File: src/rtl/rst_seq_pkg.sv
// rtl/rst_seq_pkg.sv - shared state encoding and constants for the reset sequencer
//
// Purpose : sequencer state encoding, lock-loss counter width and a small
//           constant-evaluation helper used to size the shared counter.
// Ports   : none (package).
package rst_seq_pkg;

    typedef enum logic [1:0] {
        WAIT_LOCK = 2'd0,
        RELEASE   = 2'd1,
        RUN       = 2'd2,
        SW_HOLD   = 2'd3
    } seq_state_t;

    localparam int LOCK_CNT_W = 8;

    function automatic int max3(input int a, input int b, input int c);
        int m;
        m = (a > b) ? a : b;
        m = (m > c) ? m : c;
        return m;
    endfunction

endpackage

File: src/rtl/sync_2ff.sv
// rtl/sync_2ff.sv - two-flop single-bit synchroniser with synchronous clear
//
// Purpose : brings an asynchronous level into the clk_i domain.
// Ports   : clk_i  - destination clock
//           rst_i  - synchronous active-high clear of both flops
//           d_i    - asynchronous input level
//           q_o    - synchronised level (two cycles of latency)
module sync_2ff (
    input  logic clk_i,
    input  logic rst_i,
    input  logic d_i,
    output logic q_o
);

    logic meta;

    always_ff @(posedge clk_i) begin
        if (rst_i) begin
            meta <= 1'b0;
            q_o  <= 1'b0;
        end else begin
            meta <= d_i;
            q_o  <= meta;
        end
    end

endmodule

File: src/rtl/rst_seq.sv
// rtl/rst_seq.sv - PLL-lock filtered, staged per-channel reset sequencer
//
// Purpose : holds all reset channels asserted until PLL lock has been stable
//           for LOCK_FILTER cycles, then releases channel 0..CHANNELS-1 one
//           every STAGE_DELAY cycles. Lock loss or a software request during
//           RELEASE/RUN re-asserts every channel at once.
// Ports   : clk_i           - sequencer clock
//           rst_i           - synchronous active-high reset
//           pll_locked_i    - asynchronous PLL lock level
//           sw_rst_i        - synchronous software reset request
//           rst_o           - per-channel active-high resets, bit 0 released first
//           ready_o         - high only in RUN
//           state_o         - 0 WAIT_LOCK, 1 RELEASE, 2 RUN, 3 SW_HOLD
//           lock_loss_cnt_o - saturating count of lock-loss events
module rst_seq
    import rst_seq_pkg::*;
#(
    parameter int CHANNELS    = 4,
    parameter int LOCK_FILTER = 8,
    parameter int STAGE_DELAY = 16,
    parameter int SW_RST_HOLD = 32
) (
    input  logic                  clk_i,
    input  logic                  rst_i,
    input  logic                  pll_locked_i,
    input  logic                  sw_rst_i,
    output logic [CHANNELS-1:0]   rst_o,
    output logic                  ready_o,
    output logic [1:0]            state_o,
    output logic [LOCK_CNT_W-1:0] lock_loss_cnt_o
);

    generate
        if (CHANNELS < 1 || CHANNELS > 16) begin : g_bad_channels
            $error("rst_seq: CHANNELS must be in 1..16");
        end
        if (LOCK_FILTER < 1) begin : g_bad_lock_filter
            $error("rst_seq: LOCK_FILTER must be >= 1");
        end
        if (STAGE_DELAY < 1) begin : g_bad_stage_delay
            $error("rst_seq: STAGE_DELAY must be >= 1");
        end
        if (SW_RST_HOLD < 1) begin : g_bad_sw_rst_hold
            $error("rst_seq: SW_RST_HOLD must be >= 1");
        end
    endgenerate

    // One counter is shared by the lock filter, the stage delay and the
    // software hold, so it is sized for the largest of the three.
    localparam int CNT_W = $clog2(max3(LOCK_FILTER, STAGE_DELAY, SW_RST_HOLD) + 1);
    localparam int IDX_W = $clog2(CHANNELS) + 1;

    localparam logic [CNT_W-1:0]      CNT_ONE   = CNT_W'(1);
    localparam logic [CNT_W-1:0]      LOCK_TC   = CNT_W'(LOCK_FILTER - 1);
    localparam logic [CNT_W-1:0]      STAGE_TC  = CNT_W'(STAGE_DELAY - 1);
    localparam logic [CNT_W-1:0]      HOLD_TC   = CNT_W'(SW_RST_HOLD - 1);
    localparam logic [IDX_W-1:0]      IDX_ONE   = IDX_W'(1);
    localparam logic [IDX_W-1:0]      LAST_IDX  = IDX_W'(CHANNELS - 1);
    localparam logic [CHANNELS-1:0]   CH_ONE    = CHANNELS'(1);
    localparam logic [LOCK_CNT_W-1:0] LOSS_ONE  = LOCK_CNT_W'(1);

    logic             lock_s;
    seq_state_t       state;
    logic [CNT_W-1:0] cnt;
    logic [IDX_W-1:0] idx;

    sync_2ff u_lock_sync (
        .clk_i (clk_i),
        .rst_i (rst_i),
        .d_i   (pll_locked_i),
        .q_o   (lock_s)
    );

    assign state_o = state;

    always_ff @(posedge clk_i) begin
        if (rst_i) begin
            state           <= WAIT_LOCK;
            cnt             <= '0;
            idx             <= '0;
            rst_o           <= '1;
            ready_o         <= 1'b0;
            lock_loss_cnt_o <= '0;
        end else begin
            case (state)
                WAIT_LOCK: begin
                    rst_o   <= '1;
                    ready_o <= 1'b0;
                    // Any dropout restarts the filter window from zero.
                    if (!lock_s) begin
                        cnt <= '0;
                    end else if (cnt == LOCK_TC) begin
                        state <= RELEASE;
                        cnt   <= '0;
                        idx   <= '0;
                    end else begin
                        cnt <= cnt + CNT_ONE;
                    end
                end

                RELEASE, RUN: begin
                    // Lock loss is checked first so it wins over sw_rst_i.
                    if (!lock_s) begin
                        state   <= WAIT_LOCK;
                        cnt     <= '0;
                        rst_o   <= '1;
                        ready_o <= 1'b0;
                        if (lock_loss_cnt_o != '1) begin
                            lock_loss_cnt_o <= lock_loss_cnt_o + LOSS_ONE;
                        end
                    end else if (sw_rst_i) begin
                        state   <= SW_HOLD;
                        cnt     <= '0;
                        rst_o   <= '1;
                        ready_o <= 1'b0;
                    end else if (state == RELEASE) begin
                        if (cnt == STAGE_TC) begin
                            cnt   <= '0;
                            idx   <= idx + IDX_ONE;
                            rst_o <= rst_o & ~(CH_ONE << idx);
                            if (idx == LAST_IDX) begin
                                state   <= RUN;
                                ready_o <= 1'b1;
                            end
                        end else begin
                            cnt <= cnt + CNT_ONE;
                        end
                    end
                end

                SW_HOLD: begin
                    rst_o   <= '1;
                    ready_o <= 1'b0;
                    // A repeated request restarts the hold window.
                    if (sw_rst_i) begin
                        cnt <= '0;
                    end else if (cnt == HOLD_TC) begin
                        state <= WAIT_LOCK;
                        cnt   <= '0;
                    end else begin
                        cnt <= cnt + CNT_ONE;
                    end
                end

                default: begin
                    state   <= WAIT_LOCK;
                    cnt     <= '0;
                    rst_o   <= '1;
                    ready_o <= 1'b0;
                end
            endcase
        end
    end

endmodule

File: config.mk
export PLATFORM = sky130hd
export DESIGN_NAME = rst_seq
export DESIGN_NICKNAME = d
export VERILOG_FILES = /design/src/rtl/rst_seq_pkg.sv /design/src/rtl/sync_2ff.sv /design/src/rtl/rst_seq.sv
export SDC_FILE = /design/constraint.sdc
export NUM_CORES = 1
export LEC_CHECK = 0
export ABC_AREA = 1
export CAP_MARGIN = 20
export CORE_MARGIN = 2
export CORE_UTILIZATION = 58
export CTS_CLUSTER_DIAMETER = 100
export DETAILED_ROUTE_END_ITERATION = 7
export PLACE_DENSITY = 0.83
export SLEW_MARGIN = 0
export SYNTH_ARGS = -nofsm -noshare
export SYNTH_HDL_FRONTEND = slang
export SYNTH_SLANG_ARGS = --single-unit
File: constraint.sdc
create_clock -name clk_i -period 3.77 [get_ports clk_i]
set_input_delay 0.377 -clock clk_i [delete_from_list [all_inputs] [get_ports clk_i]]
set_output_delay 0.377 -clock clk_i [all_outputs]
set_load 0.05 [all_outputs]
==> results.md <==
* Run status: completed
* Horizontal die dimension at 54.6 um
* Count of cell types in the netlist at 26
* Synthesized net count at between 200 and 250
* Arr. time, crit path at between 1.5 and 2 ns
* Number of synthesized flops with an enable pin at 0
* Unrepaired setup endpoints after global routing: no
* Violation count after the first detailed-route iteration at 22
* Initial core utilization at 0.605
* Post-synthesis instance area at about 1500 um2
* Syn. warnings at 0
* Post-DP HPWL at 2.36 mm
* H-tree Lvls at 1
* Flip-flop and latch count after synthesis at 26
* Wire length of the first global-routing pass at around 5.3 mm
* Ports placed on the boundary at 19
* Final clock skew at 0.00860 ns
* Layout net count at approximately 240
* Share of synthesized flip-flops with an asynchronous set or reset at 0
* Post-CTS repair timing setup buffer count at 0
* Area occupied by registers at approximately 520 um2
* Top cell type by total area after synthesis: dfxtp_1
* Crit path buffers/inverters at 1
* Most used standard cells in the synthesized netlist: nand2_1 (36), nor2_1 (32), inv_1 (29), dfxtp_1 (26), nand3_1 (17)
* Category of the critical setup timing path: flip-flop to output pin
* TritonCTS sink count at 26
* Number of endpoints failing setup at the final stage at 0
* Maximum number of pins on one net before global-route repair at 15
* P_leak at approximately 0.74 nW
* Max capacitance violation total at 0
* Average vias per placed instance at 5.35
* Post-synthesis area per instance at a little over 7 um2
* Top_reg_cell synth: dfxtp_1
* Latest clock arrival within the worst-skew pair at approximately 0.34 ns
* Min-delay worst type: flip-flop to flip-flop
* CTS Buf Count at 3
* Buffer depth of the longest clock path at 2
* Area contributors post-synth: dfxtp_1 (35%), ha_1 (9.3%), nand2_1 (9.1%), nor2_1 (8.1%), inv_1 (7.3%)
* Fraction of layout cells with a size suffix above 1 at 0.0925
* Launching element type of the critical path: flip-flop
* Number of nets with antenna violations after detailed routing at 0
* Number of antenna violations at the first check in global routing at 0
* Total track usage at 0.248
* Die outline area at ~3000 um2
* Most common cell in the netlist: nand2_1
* Maximum vdd drop at approximately 0.23 mV
* Non-Filler Instances at 257
* Share of the yosys chip area belonging to registers at 0.350
* Routability congestion estimate at between 0.8 and 0.9
* Port-buffer cells at 18
* Worst Tran Pin Value at a little over 0.5 ns
* Slew Viols, Final at 0
* Number of diodes added for antenna fixing at 0
* Hold-fix buffer count after cts at 0
* Post-route setup TNS at 0 ns
* Fraction of the cycle the final worst path needs at 0.549
* Number of search-and-repair iterations in the first detailed-routing pass at 4
* DRC violations left at 0
* Worst path top cell family by delay: buffers and inverters
* Synthesis-to-layout area growth at 16.3%
* Endpoint type of the worst setup path: output pin
* Max-Slew Margin vs Limit at 0.663
* Root Driver: clkbuf_4
* Data required time of the critical path at ~3.4 ns
* Worst-path clk slew at around 0.15 ns
* # placed instances at around 250
* Pwr per Cell Area at between 200 and 300 nW/um2
* CTS tree: done
* Syn Inst Count at approximately 210
* Delay of the slowest critical-path stage at around 0.86 ns
* Hold violation total from the final report at 0
* Vertical die dimension at 54.6 um
* Count of instances resized after the clock tree is built at 0
* Area share of the leading cell type in the synthesized netlist at 0.350
* Core ar. at roughly 2500 um2
* Cell Rows at 18
* Worst path slowest cell: clkdlybuf4s50_1
* Series of cell instances along the critical path: clkdlybuf4s50_1
* Top fanout value on the critical path at 5
* WL final at approximately 3.2 mm
* Multi-input combinational cell area at approximately 840 um2
* Total congestion overflow at 0
* Number of inserted filler cells in the final layout at roughly 220
* Clock period minus final worst setup slack at between 2 and 2.5 ns
* Routed length per instance at roughly 12 um
* Routed via count at between 1,000 and 1,500
* Number of global-route vias before repair at ~1,300
* Peak clock frequency supported by timing at 483 MHz
==> placed cells by master (no fill, tap or decap) <==
master           synthesis  routed
nand4_1                  3       3
o21ai_0                 12      12
o21a_1                   1       1
xnor2_1                  2       2
o21ai_1                  1       1
nand2_4                  3       3
nand2_2                  4       4
clkbuf_4                 0       3
inv_1                   29      29
ha_1                    11      11
nand3_4                  1       1
nor3_1                   2       2
clkbuf_8                 0       1
dfxtp_1                 26      26
nand3_1                 17      17
clkdlybuf4s50_1          0      18
a21oi_2                  1       1
o22ai_1                  1       1
mux2i_1                  1       1
nand2_1                 36      36
xor2_1                   3       3
nor2_4                   3       3
inv_2                    1       1
nor2_1                  32      32
o21ai_2                  1       1
a21oi_1                 11      11
nor2_2                   3       3
==> cell families (layout without fill, tap and decap cells) <==
| logic type | count (synthesis) | after routing | share of synthesized area |
|---|---|---|---|
| simple gates | 104 | 104 | 0.335 |
| buf+inv | 32 | 52 | 0.0834 |
| compound gates | 28 | 28 | 0.102 |
| flops | 26 | 26 | 0.350 |
| fa+ha+maj | 11 | 11 | 0.0927 |
| xor+xnor | 5 | 5 | 0.0295 |
| mux | 1 | 1 | 0.00674 |
==> sequential cells by signal, indices dropped and copies added (netlist names) <==
register	count
rst_o	4
u_lock_sync.q_o	1
idx	3
ready_o	1
u_lock_sync.meta	1
state_o	2
cnt	6
lock_loss_cnt_o	8
==> per-layer routing <==
metal / routed length, um / track usage / share of wire / vias up
met5: 0 / 0 / 0 / -
met4: 44 / 0.104 / 0.014 / 0
met3: 92 / 0.0492 / 0.029 / 5
met2: 1570 / 0.435 / 0.50 / 23
met1: 1450 / 0.292 / 0.46 / 653
li1: - / - / - / 695
==> stage by stage <==
| step | hold WS (ns) | utilization | power, mW | setup slack [ns] | cell area (um2) |
|---|---|---|---|---|---|
| global placement | 0.399 | 0.689 | 0.298 | 2.06 | 1690 |
| floorplan | 0.388 | - | 0.293 | 1.84 | 1490 |
| global route | 0.434 | 0.704 | 0.455 | 1.67 | 1730 |
| finish | 0.416 | 0.704 | 0.440 | 1.70 | 1730 |
| detailed placement | 0.404 | 0.689 | 0.298 | 2.01 | 1690 |
| CTS | 0.422 | 0.704 | 0.442 | 1.72 | 1730 |
==> path summary, 6_finish.rpt <==
check | startpoint | to | slack [ns] | depth (start not counted)
worst max-delay path | lock_loss_cnt_o[3]$_SDFFE_PP0P_ | lock_loss_cnt_o[3] | 1.70 | 1
worst min-delay path | u_lock_sync.meta$_SDFF_PP0_ | u_lock_sync.q_o$_SDFF_PP0_ | 0.42 | 2
worst max register to register | state_o[0]$_SDFFE_PP0P_ | cnt[5]$_SDFFE_PP0P_ | 2.01 | 9
worst min register to register | u_lock_sync.meta$_SDFF_PP0_ | u_lock_sync.q_o$_SDFF_PP0_ | 0.42 | 2
==> power by group <==
part	leakage (nW)	switching (mW)	total, mW	internal (mW)
clock	0.0210	0.0878	0.147	0.0593
sequential	0.210	0.00142	0.278	0.276
combinational	0.513	0.00891	0.0149	0.00598
total	0.744	0.0981	0.440	0.341
==> final cells by class <==
class / count / area share
Timing Repair Buffer: 18 / 0.104
Multi-Input combinational cell: 149 / 0.487
Inverter: 30 / 0.0652
Clock buffer: 4 / 0.0210
Tap cell: 30 / 0.0217
Sequential cell: 26 / 0.301
(Power assumes the default switching activity.)
